<file path="src/rtl/axi_icn_pkg.sv">
// Shared definitions for the AXI4 interconnect slave-side blocks.
package axi_icn_pkg;

   localparam int TRANS_MST_ID_W    = 5;
   localparam int TRANS_BURST_W     = 2;
   localparam int TRANS_DATA_LEN_W  = 3;
   localparam int TRANS_DATA_SIZE_W = 3;
   localparam int TRANS_WR_RESP_W   = 2;

   // Slave AR channel state: IDLE has nothing presented, PEND holds s_ARVALID high.
   typedef enum logic {
      ST_IDLE = 1'b0,
      ST_PEND = 1'b1
   } ar_state_t;

   // Width of a master index; a single master still needs one bit.
   function automatic int mst_id_w(input int mst_amt);
      return (mst_amt > 1) ? $clog2(mst_amt) : 1;
   endfunction

endpackage

</file>
<file path="src/rtl/sa_order_fifo.sv">
// Synchronous ordering FIFO: remembers which master owns each accepted read burst.
module sa_order_fifo #(
   parameter int WIDTH = 1,
   parameter int DEPTH = 8,
   localparam int PTR_W = (DEPTH > 1) ? $clog2(DEPTH) : 1,
   localparam int CNT_W = $clog2(DEPTH) + 1
) (
   input  logic             clk,
   input  logic             rst,
   input  logic             push,
   input  logic [WIDTH-1:0] push_data,
   input  logic             pop,
   output logic [WIDTH-1:0] pop_data,
   output logic             full,
   output logic             empty,
   output logic [CNT_W-1:0] count
);

   logic [WIDTH-1:0] mem [DEPTH];
   logic [PTR_W-1:0] wr_ptr;
   logic [PTR_W-1:0] rd_ptr;
   logic             do_push;
   logic             do_pop;

   function automatic logic [PTR_W-1:0] ptr_next(input logic [PTR_W-1:0] p);
      return (p == PTR_W'(DEPTH - 1)) ? '0 : p + 1'b1;
   endfunction

   assign full     = (count == CNT_W'(DEPTH));
   assign empty    = (count == '0);
   assign do_push  = push & ~full;
   assign do_pop   = pop & ~empty;
   assign pop_data = mem[rd_ptr];

   // Storage write; contents need no reset because count guards every read.
   always_ff @(posedge clk) begin
      if (do_push) begin
         mem[wr_ptr] <= push_data;
      end
   end

   // Pointer and occupancy tracking; simultaneous push and pop keep count.
   always_ff @(posedge clk) begin
      if (rst) begin
         wr_ptr <= '0;
         rd_ptr <= '0;
         count  <= '0;
      end else begin
         if (do_push) begin
            wr_ptr <= ptr_next(wr_ptr);
         end
         if (do_pop) begin
            rd_ptr <= ptr_next(rd_ptr);
         end
         case ({do_push, do_pop})
            2'b10:   count <= count + 1'b1;
            2'b01:   count <= count - 1'b1;
            default: count <= count;
         endcase
      end
   end

endmodule

</file>
<file path="src/rtl/sa_read_arbiter.sv">
// Slave-side read arbiter: round-robin shares one slave AR channel between the
// per-master dispatchers and steers R bursts back in AR acceptance order.
//
//   state   | meaning
//   --------+-----------------------------------------------------------
//   ST_IDLE | no AR presented to the slave (s_ARVALID_o = 0)
//   ST_PEND | AR payload registered and presented (s_ARVALID_o = 1)
module sa_read_arbiter
   import axi_icn_pkg::*;
#(
   parameter int MST_AMT           = 2,
   parameter int OUTSTANDING_AMT   = 8,
   parameter int DATA_WIDTH        = 32,
   parameter int ADDR_WIDTH        = 32,
   parameter int TRANS_MST_ID_W    = axi_icn_pkg::TRANS_MST_ID_W,
   parameter int TRANS_BURST_W     = axi_icn_pkg::TRANS_BURST_W,
   parameter int TRANS_DATA_LEN_W  = axi_icn_pkg::TRANS_DATA_LEN_W,
   parameter int TRANS_DATA_SIZE_W = axi_icn_pkg::TRANS_DATA_SIZE_W,
   parameter int TRANS_WR_RESP_W   = axi_icn_pkg::TRANS_WR_RESP_W
) (
   input  logic                                  ACLK_i,
   input  logic                                  ARESET_i,
   input  logic [TRANS_MST_ID_W*MST_AMT-1:0]     dsp_ARID_i,
   input  logic [ADDR_WIDTH*MST_AMT-1:0]         dsp_ARADDR_i,
   input  logic [TRANS_BURST_W*MST_AMT-1:0]      dsp_ARBURST_i,
   input  logic [TRANS_DATA_LEN_W*MST_AMT-1:0]   dsp_ARLEN_i,
   input  logic [TRANS_DATA_SIZE_W*MST_AMT-1:0]  dsp_ARSIZE_i,
   input  logic [MST_AMT-1:0]                    dsp_ARVALID_i,
   input  logic [MST_AMT-1:0]                    dsp_AR_outst_full_i,
   output logic [MST_AMT-1:0]                    dsp_ARREADY_o,
   output logic [TRANS_MST_ID_W-1:0]             s_ARID_o,
   output logic [ADDR_WIDTH-1:0]                 s_ARADDR_o,
   output logic [TRANS_BURST_W-1:0]              s_ARBURST_o,
   output logic [TRANS_DATA_LEN_W-1:0]           s_ARLEN_o,
   output logic [TRANS_DATA_SIZE_W-1:0]          s_ARSIZE_o,
   output logic                                  s_ARVALID_o,
   input  logic                                  s_ARREADY_i,
   input  logic [TRANS_MST_ID_W-1:0]             s_RID_i,
   input  logic [DATA_WIDTH-1:0]                 s_RDATA_i,
   input  logic [TRANS_WR_RESP_W-1:0]            s_RRESP_i,
   input  logic                                  s_RLAST_i,
   input  logic                                  s_RVALID_i,
   output logic                                  s_RREADY_o,
   output logic [TRANS_MST_ID_W-1:0]             dsp_RID_o,
   output logic [DATA_WIDTH-1:0]                 dsp_RDATA_o,
   output logic [TRANS_WR_RESP_W-1:0]            dsp_RRESP_o,
   output logic                                  dsp_RLAST_o,
   output logic [MST_AMT-1:0]                    dsp_RVALID_o,
   input  logic [MST_AMT-1:0]                    dsp_RREADY_i
);

   localparam int MST_ID_W = mst_id_w(MST_AMT);
   localparam int CNT_W    = $clog2(OUTSTANDING_AMT) + 1;

   ar_state_t                    ar_state;
   logic [MST_ID_W-1:0]          rr_ptr;
   logic [MST_AMT-1:0]           req;
   logic                         gnt_en;
   logic                         gnt_vld;
   logic [MST_ID_W-1:0]          gnt_idx;
   logic [MST_ID_W:0]            cand_sum;
   logic [MST_ID_W-1:0]          cand;

   logic [TRANS_MST_ID_W-1:0]    gnt_id;
   logic [ADDR_WIDTH-1:0]        gnt_addr;
   logic [TRANS_BURST_W-1:0]     gnt_burst;
   logic [TRANS_DATA_LEN_W-1:0]  gnt_len;
   logic [TRANS_DATA_SIZE_W-1:0] gnt_size;

   logic                         fifo_full;
   logic                         fifo_empty;
   logic [CNT_W-1:0]             fifo_count_unused;
   logic [MST_ID_W-1:0]          fifo_head;
   logic                         head_vld;
   logic                         r_pop;

   // A full dispatcher is masked out so it never wins a slot it cannot track.
   assign req = dsp_ARVALID_i & ~dsp_AR_outst_full_i;

   // The output register can take a new AR only when empty or draining this
   // cycle, and only while the ordering FIFO has room; a same-cycle pop does
   // not count as room.
   assign gnt_en = ~ARESET_i & (~s_ARVALID_o | s_ARREADY_i) & ~fifo_full;

   // Round-robin pick: scan offsets high to low so the nearest requester at or
   // after the pointer is the last assignment and wins.
   always_comb begin
      gnt_vld  = 1'b0;
      gnt_idx  = '0;
      cand_sum = '0;
      cand     = '0;
      for (int i = MST_AMT - 1; i >= 0; i--) begin
         cand_sum = {1'b0, rr_ptr} + (MST_ID_W + 1)'(i);
         if (cand_sum >= (MST_ID_W + 1)'(MST_AMT)) begin
            cand_sum = cand_sum - (MST_ID_W + 1)'(MST_AMT);
         end
         cand = cand_sum[MST_ID_W-1:0];
         if (gnt_en && req[cand]) begin
            gnt_vld = 1'b1;
            gnt_idx = cand;
         end
      end
   end

   // One-hot accept back to the winning dispatcher, valid for the grant cycle only.
   always_comb begin
      dsp_ARREADY_o = '0;
      for (int m = 0; m < MST_AMT; m++) begin
         dsp_ARREADY_o[m] = gnt_vld && (gnt_idx == MST_ID_W'(m));
      end
   end

   // Select the winner's AR payload slice.
   always_comb begin
      gnt_id    = '0;
      gnt_addr  = '0;
      gnt_burst = '0;
      gnt_len   = '0;
      gnt_size  = '0;
      for (int m = 0; m < MST_AMT; m++) begin
         if (gnt_idx == MST_ID_W'(m)) begin
            gnt_id    = dsp_ARID_i[m*TRANS_MST_ID_W +: TRANS_MST_ID_W];
            gnt_addr  = dsp_ARADDR_i[m*ADDR_WIDTH +: ADDR_WIDTH];
            gnt_burst = dsp_ARBURST_i[m*TRANS_BURST_W +: TRANS_BURST_W];
            gnt_len   = dsp_ARLEN_i[m*TRANS_DATA_LEN_W +: TRANS_DATA_LEN_W];
            gnt_size  = dsp_ARSIZE_i[m*TRANS_DATA_SIZE_W +: TRANS_DATA_SIZE_W];
         end
      end
   end

   // AR channel FSM with registered payload, valid and round-robin pointer.
   always_ff @(posedge ACLK_i) begin
      if (ARESET_i) begin
         ar_state    <= ST_IDLE;
         s_ARVALID_o <= 1'b0;
         s_ARID_o    <= '0;
         s_ARADDR_o  <= '0;
         s_ARBURST_o <= '0;
         s_ARLEN_o   <= '0;
         s_ARSIZE_o  <= '0;
         rr_ptr      <= '0;
      end else begin
         if (gnt_vld) begin
            s_ARID_o    <= gnt_id;
            s_ARADDR_o  <= gnt_addr;
            s_ARBURST_o <= gnt_burst;
            s_ARLEN_o   <= gnt_len;
            s_ARSIZE_o  <= gnt_size;
            rr_ptr      <= (gnt_idx == MST_ID_W'(MST_AMT - 1)) ? '0 : gnt_idx + 1'b1;
         end
         case (ar_state)
            ST_IDLE: begin
               if (gnt_vld) begin
                  ar_state    <= ST_PEND;
                  s_ARVALID_o <= 1'b1;
               end
            end
            ST_PEND: begin
               if (gnt_vld) begin
                  ar_state    <= ST_PEND;
                  s_ARVALID_o <= 1'b1;
               end else if (s_ARREADY_i) begin
                  ar_state    <= ST_IDLE;
                  s_ARVALID_o <= 1'b0;
               end
            end
            default: begin
               ar_state    <= ST_IDLE;
               s_ARVALID_o <= 1'b0;
            end
         endcase
      end
   end

   sa_order_fifo #(
      .WIDTH (MST_ID_W),
      .DEPTH (OUTSTANDING_AMT)
   ) u_order_fifo (
      .clk       (ACLK_i),
      .rst       (ARESET_i),
      .push      (gnt_vld),
      .push_data (gnt_idx),
      .pop       (r_pop),
      .pop_data  (fifo_head),
      .full      (fifo_full),
      .empty     (fifo_empty),
      .count     (fifo_count_unused)
   );

   // The slave answers in AR order, so the FIFO head always owns the current R burst.
   assign head_vld = ~fifo_empty;

   // R steering: beats with no owner stall at the slave instead of being dropped.
   always_comb begin
      dsp_RVALID_o = '0;
      for (int m = 0; m < MST_AMT; m++) begin
         dsp_RVALID_o[m] = s_RVALID_i && head_vld && (fifo_head == MST_ID_W'(m));
      end
   end

   assign s_RREADY_o  = ~ARESET_i & head_vld & dsp_RREADY_i[fifo_head];
   assign r_pop       = s_RVALID_i & s_RREADY_o & s_RLAST_i;

   assign dsp_RID_o   = s_RID_i;
   assign dsp_RDATA_o = s_RDATA_i;
   assign dsp_RRESP_o = s_RRESP_i;
   assign dsp_RLAST_o = s_RLAST_i;

endmodule

</file>
<file path="config.mk">
export PLATFORM = sky130hd
export DESIGN_NAME = sa_read_arbiter
export DESIGN_NICKNAME = d
export VERILOG_FILES = /design/src/rtl/axi_icn_pkg.sv /design/src/rtl/sa_order_fifo.sv /design/src/rtl/sa_read_arbiter.sv
export SDC_FILE = /design/constraint.sdc
export NUM_CORES = 1
export LEC_CHECK = 0
export CAP_MARGIN = 20
export CORE_MARGIN = 10
export CORE_UTILIZATION = 35
export CTS_CLUSTER_SIZE = 28
export DETAILED_ROUTE_END_ITERATION = 8
export PLACE_DENSITY = 0.82
export SLEW_MARGIN = 0
export SYNTH_ARGS = -nofsm -noshare
export SYNTH_HDL_FRONTEND = slang
export SYNTH_SLANG_ARGS = --single-unit
</file>
<file path="constraint.sdc">
create_clock -name ACLK_i -period 3.2 [get_ports ACLK_i]
set_input_delay 0.8 -clock ACLK_i [delete_from_list [all_inputs] [get_ports ACLK_i]]
set_output_delay 0.8 -clock ACLK_i [all_outputs]
set_load 0.005 [all_outputs]
</file>
* Word level (Yosys, flattened, before mapping)
Memories as Yosys holds them, arrays and structs flattened. A register that Yosys moved wholly into a read port is not among the register bits.
Index checks and enable logic that the tools add are counted.
** Cells by class
- Add/sub/neg operators :: 8
- Order comparisons :: 5
- Equality and inequality tests :: 7
- Muxes and demuxes :: 33
- Bitwise gates (word level) :: 18
- Reduce and logical (&&, ||, !) cells :: 10
** Operator list (count)
- $mux 32 :: 1
- $mux 1 :: 21
- $mux 3 :: 6
- $and 1x1->1 :: 8
- $pmux 4 s2 :: 1
- $logic_and 1x1->1 :: 7
- $not 1->1 :: 7
- $add 3x1->3 const B :: 2
- $eq 3x3->1 const B :: 2
- $lt 1x2->1 const B :: 3
- $mux 5 :: 1
- $add 4x1->4 const B :: 1
- $eq 4x4->1 const B :: 1
- $logic_not 4->1 :: 1
- $pmux 1 s2 :: 2
- $sub 4x1->4 const B :: 1
- $ne 3x2->1 const B :: 1
- $add 1x1->2 const B :: 1
- $and 2x2->2 :: 1
- $eq 2x1->1 const B :: 1
- $eq 2x2->1 const B :: 1
- $ge 1x2->1 const B :: 1
- $ge 2x2->1 const B :: 1
- $mux 2 :: 1
- other kinds (7) :: 8
** Storage, ports and cells
- Register bits :: 58
- Bits in writable memories :: 8
- Output and inout port bits :: 91
- Word-level logic and storage cells :: 93
- Memories :: 1
** Memory list
- u_order_fifo.mem :: words 8, bits a word 1, read ports 1, clocked after Yosys merged registers in 1, wr ports 1, RTL line sa_order_fifo.sv:19 : logic [WIDTH-1:0] mem [DEPTH];

* Logic depth before layout (Yosys ltp)
- Word-level depth :: 11
- Gate-level depth with buffers :: 13

* By module
A second synthesis with hierarchy kept.
** Second synthesis, totals
- Cell total of the unflattened synthesis :: 411
- Area total of the unflattened synthesis :: 3837.4 µm²
** By module, submodules not included
- sa_read_arbiter :: instances 1, cells an instance 322, area each 2846.5 µm², sequential area each 960.9 µm²
- sa_order_fifo :: instances 1, cells an instance 89, area each 991.0 µm², sequential area each 500.5 µm²

* Worst setup path after synthesis
Ideal clock, no wire load.
- Kind :: in2reg
- Start point :: input ARESET_i
- End point :: register u_order_fifo.count[2]
- Arrival time :: 2.851 ns
- Required time :: 3.129 ns
- Slack :: 0.278 ns
- Stages on the path :: 13
- Buffers on the path :: 3
- Cell sequence :: clkbuf_1 -> inv_2 -> o2111a_2 -> clkinv_2 -> buf_6 -> buf_6 -> ha_1 -> xor2_1 -> ha_1 -> a21oi_1 -> xor2_1 -> or3_1 -> a21oi_1
** Between the ends
- Longest elaborated chain between the ends :: 9
- Elaborated cells between the ends (all ways) :: 17
- Those cells by class :: eq/ne (2); mux (3); bitwise (9); reduce/logical (3)
** RTL lines
- start, declared :: RTL line sa_read_arbiter.sv:22 : input logic ARESET_i,
- $not 1->1 :: RTL line sa_read_arbiter.sv:83, sa_read_arbiter.sv:201
- $and 1x1->1 (2 in a row) :: RTL line sa_read_arbiter.sv:83 : assign gnt_en = ~ARESET_i & (~s_ARVALID_o | s_ARREADY_i) & ~fifo_full;
- $logic_and 1x1->1 :: RTL line sa_read_arbiter.sv:98 : if (gnt_en && req[cand]) begin
- $mux 1 (2 in a row) :: RTL line sa_read_arbiter.sv:98
- $and 1x1->1 :: RTL line sa_order_fifo.sv:31 : assign do_push = push & ~full;
- $eq 2x1->1 / $eq 2x2->1 (equally long branches) :: RTL line sa_order_fifo.sv:55 : case ({do_push, do_pop})
- $pmux 4 s2 / $reduce_bool 2->1 (equally long branches)
- end signal, assigned :: RTL line sa_order_fifo.sv:56 : 2'b10: count <= count + 1'b1;
- end signal, assigned :: RTL line sa_order_fifo.sv:57 : 2'b01: count <= count - 1'b1;
- end signal, assigned :: RTL line sa_order_fifo.sv:58 : default: count <= count;
- end, declared :: RTL line sa_order_fifo.sv:16 : output logic [CNT_W-1:0] count
Parallel ways exist; a longest one is shown, timed or not.
A chain may end at the register's enable or synchronous reset.

* Worst setup path after layout
- Start point :: input dsp_ARVALID_i[0]
- End point :: output dsp_ARREADY_o[1]
** Between the ends
- Longest elaborated chain between the ends :: 7
- Elaborated cells between the ends (all ways) :: 12
- Those cells by class :: mux (8); bitwise (1); reduce/logical (3)
** RTL lines
- start, declared :: RTL line sa_read_arbiter.sv:28 : input logic [MST_AMT-1:0] dsp_ARVALID_i,
- $and 2x2->2 (*) :: RTL line sa_read_arbiter.sv:78 : assign req = dsp_ARVALID_i & ~dsp_AR_outst_full_i;
- $mux 1 (implied by the code) (2 in a row) :: RTL line sa_read_arbiter.sv:98
- $logic_and 1x1->1 :: RTL line sa_read_arbiter.sv:98
- $mux 1 (2 in a row) :: RTL line sa_read_arbiter.sv:98
- $logic_and 1x1->1 (*) :: RTL line sa_read_arbiter.sv:109 : dsp_ARREADY_o[m] = gnt_vld && (gnt_idx == MST_ID_W'(m));
- end, declared :: RTL line sa_read_arbiter.sv:30 : output logic [MST_AMT-1:0] dsp_ARREADY_o,
Every way passes the cells marked *; elsewhere a longest branch is shown, timed or not. The select of a mux whose other input is x is not followed.

==> metrics.csv <==
stage,metric,value,unit
clocking,clk_latency,330,ps
outcome,status,"finished, final reports clean",
worst_setup_path,path_delay_family,buffers and inverters,
synth,synth_top_area_share,30.4,%
timing,worst_slew_pin_slew,765,ps
placement,portBuffers,152,
power,power_switching,0.664,mW
route,drtPass1Iterations,5,
power,p_int,1.75,mW
worst_setup_path,cp.required,2400,ps
timing,max_freq,325,MHz
clocking,path_clk_slew,60,ps
worst_setup_path,critPathLaunchType,input port,
floorplan,dieArea,16200,sq um
worst_setup_path,path_max_fanout,3,
worst_setup_path,critical_path_buf_inv_count,3,
grt,grt_pass1_vias,4034,
worst_setup_path,critical_path_class,input port to output pin,
placement,dp_hpwl,9580,um
timing,fin_crit,3080,ps
power,p_leak,1.98,nW
power,ir_drop,0.000232,V
grt,grt_max_degree,50,
floorplan,start_util,35.5,%
synth,syn-num-nets,581,
floorplan,die_h,127,um
route,drc,0,
clocking,hold_buffers,0,
route,vias,3903,
grt,grt-ovfl-total,0,
synth,synth.avg_cell_area,9.26,sq um
cells_and_area,syn_to_final_growth,40.0,%
clocking,post_cts_buffers,0,
synth,async_flop_share,0,%
synth,synth_area,4020,sq um
synth,synthTopCellsByArea,"dfxtp_1, o21ai_0, a41oi_2",
cells_and_area,diodes,0,
synth,syn_inst,434,
grt,grt_pass1_wl,21600,um
power,p_comb_share,21.3,%
worst_hold_path,hp-class,flop to flop,
clocking,cts_resized,3,
power,p_seq_share,39.6,%
synth,ys_ff_latch,69,
clocking,cts_tree,done,
clocking,cts_root_buf,clkbuf_16,
synth,synth-main-ff-cell,dfxtp_1,
clocking,cts.sink_count,69,
grt,grt.total_usage,16.2,%
timing,holdWs,481,ps
grt,antenna_found_initial,0,
placement,detailedPlace.worstSlack,-144,ps
cells_and_area,ff_latch_area,1460,sq um
synth,seq_area_frac_synth,36.4,%
timing,maxSlewViolCount,0,
floorplan,core.rowCount,39,
timing,final-setup-viol-count,0,
worst_setup_path,critPathSlowestCell,or3b_2,
clocking,cts_max_level,3,
placement,gp_congestion,0.838,
clocking,numCtsBuffers,9,
timing,final-hold-violation-count,0,
route,vias_per_cell,5.71,
timing,finalSetupTns,0,ps
cells_and_area,n_fill_cell,1045,
cells_and_area,drive_above_1_share,17.2,%
synth,yosys_warnings,0,
route,ant_nets,0,
route,drt-total-wl,13700,um
power,power.density,429,nW/um^2
placement,placed_area,5330,sq um
timing,period_share,96.1,%
worst_setup_path,end_kind,output pin,
worst_setup_path,cp_cell_sequence,clkdlybuf4s50_1 -> or3b_2 -> nand2_2 -> buf_4 -> nor2_1 -> dlygate4sd2_1,
synth,synth_area_leader_cell,dfxtp_1,
synth,synthDistinctLibCells,45,
route,wl_per_cell,20.0,um
worst_setup_path,crit_arrival,2280,ps
floorplan,io_pins,231,
timing,slew_headroom,48.5,%
power,power.clock.fraction,39.1,%
route,drt_iter0_drc,293,
clocking,cts_buffer_depth,2,
power,p_sw_share,27.5,%
cells_and_area,fin_area,5630,sq um
cells_and_area,fin_nets,682,
floorplan,die_width,127,um
floorplan,core-area,11300,sq um
timing,final.setup.worst_slack,124,ps
timing,finClkSkew,6.16,ps
timing,grt_setup_unrepaired,no,
cells_and_area,multiInputGateArea,2000,sq um
worst_setup_path,critPathMaxStageDelay,470,ps
synth,synth_edf_count,8,
flow_run,maxCapViolCount,0,
## per-layer routing
layer	global-route usage (%)	part of all wire (%)	vias up
met5	0	0	-
met4	6.70	2.2	0
met3	6.29	9.1	40
met2	26.9	48	178
met1	18.2	41	1894
li1	-	-	1791
## synthesized netlist by cell type (all sizes together), types with 2 or more instances
cell type / n
nand2b: 6
nor2: 12
mux4: 2
a41oi: 45
a21oi: 55
nor4: 2
clkbuf: 22
ha: 7
nor3: 7
nand3b: 2
nand2: 10
buf: 62
o21ai: 95
xor2: 3
mux2i: 4
dfxtp: 61
nor2b: 5
nor3b: 2
and3: 3
nand4b: 2
or3: 2
mux2: 3
nand3: 2
edfxtp: 8
## flip-flops by register name, summed over array words and instances, names as in the netlist, named ones only
name	count
ar_state	1
rr_ptr	1
s_ARADDR_o	32
s_ARBURST_o	2
s_ARID_o	5
s_ARLEN_o	3
s_ARSIZE_o	3
s_ARVALID_o	1
u_order_fifo.count	4
u_order_fifo.mem	8
u_order_fifo.rd_ptr	3
u_order_fifo.wr_ptr	3
## worst min-delay path: cells and delay by family, from the launching register on
| kind | cells | cell delay, ps |
|---|---|---|
| simple gates | 1 | 60 |
| compound gates | 1 | 60 |
| flops | 1 | 310 |
## per-stage QoR
step / instances / utilization, % / total power, mW
floorplan: 434 / - / 1.24
global placement: 667 / 47.1 / 1.47
detailed placement: 667 / 47.1 / 1.49
CTS: 683 / 49.6 / 2.44
global route: 683 / 49.7 / 2.52
finish: 683 / 49.7 / 2.41
## cell usage in the layout (no fill, tap or decap), types with 2 or more instances in the layout
cell and n:
clkbuf_16 9, nor2b_1 4, mux2_4 2, xor2_1 3, mux2i_1 4, nor2_1 12, clkinv_2 2, nand3b_1 2
nand2_2 2, nor3b_1 2, nand2b_1 6, edfxtp_1 8, ha_1 7, or3_1 2, o21ai_0 94, nand2_1 8
dlygate4sd2_1 2, mux4_2 2, a21oi_1 35, clkinv_4 2, clkdlybuf4s50_1 149, a21oi_2 20, nor4_1 2, buf_4 22
a41oi_1 26, nor3_1 7, a41oi_2 19, clkinvlp_4 2, nand4b_1 2, dfxtp_1 60, and3_1 2
## cells by family (layout without fill, tap and decap cells)
logic type      after synthesis  after routing  share of synthesized area (%)
compound gates              198            198                           34.7
xor+xnor                      3              3                          0.654
fa+ha+maj                     7              7                           2.18
buf+inv                      86            192                           14.3
flops                        69             69                           36.4
mux                           9              9                           3.05
simple gates                 62             62                           8.81
## power groups by stage
stage / sequential, mW / combinational [mW] / clock [mW]
2_1_floorplan: 0.974 / 0.270 / 0
3_3_place_gp: 0.971 / 0.501 / 0
3_5_place_dp: 0.974 / 0.513 / 0
4_1_cts: 0.957 / 0.515 / 0.964
5_1_grt: 0.963 / 0.555 / 1.01
6_report: 0.957 / 0.515 / 0.943
## path summary, 6_finish.rpt
| kind | start | endpoint | slack (ps) | cells after the start |
|---|---|---|---|---|
| min | ar_state | ar_state | 480 | 2 |
| min reg2reg | ar_state | ar_state | 480 | 2 |
| max reg2reg | u_order_fifo.count[1] | u_order_fifo.count[2] | 290 | 10 |
| max | dsp_ARVALID_i[0] | dsp_ARREADY_o[1] | 120 | 6 |
## cell type report
type | instances | share of cell area [%]
Sequential cell | 69 | 26.0
Multi-Input combinational cell | 279 | 35.6
Inverter | 2 | 0.156
Timing Repair Buffer | 174 | 30.0
Clock inverter | 6 | 0.823
Tap cell | 143 | 3.18
Clock buffer | 10 | 4.25
Note: power is estimated with default switching activity, not from simulation.
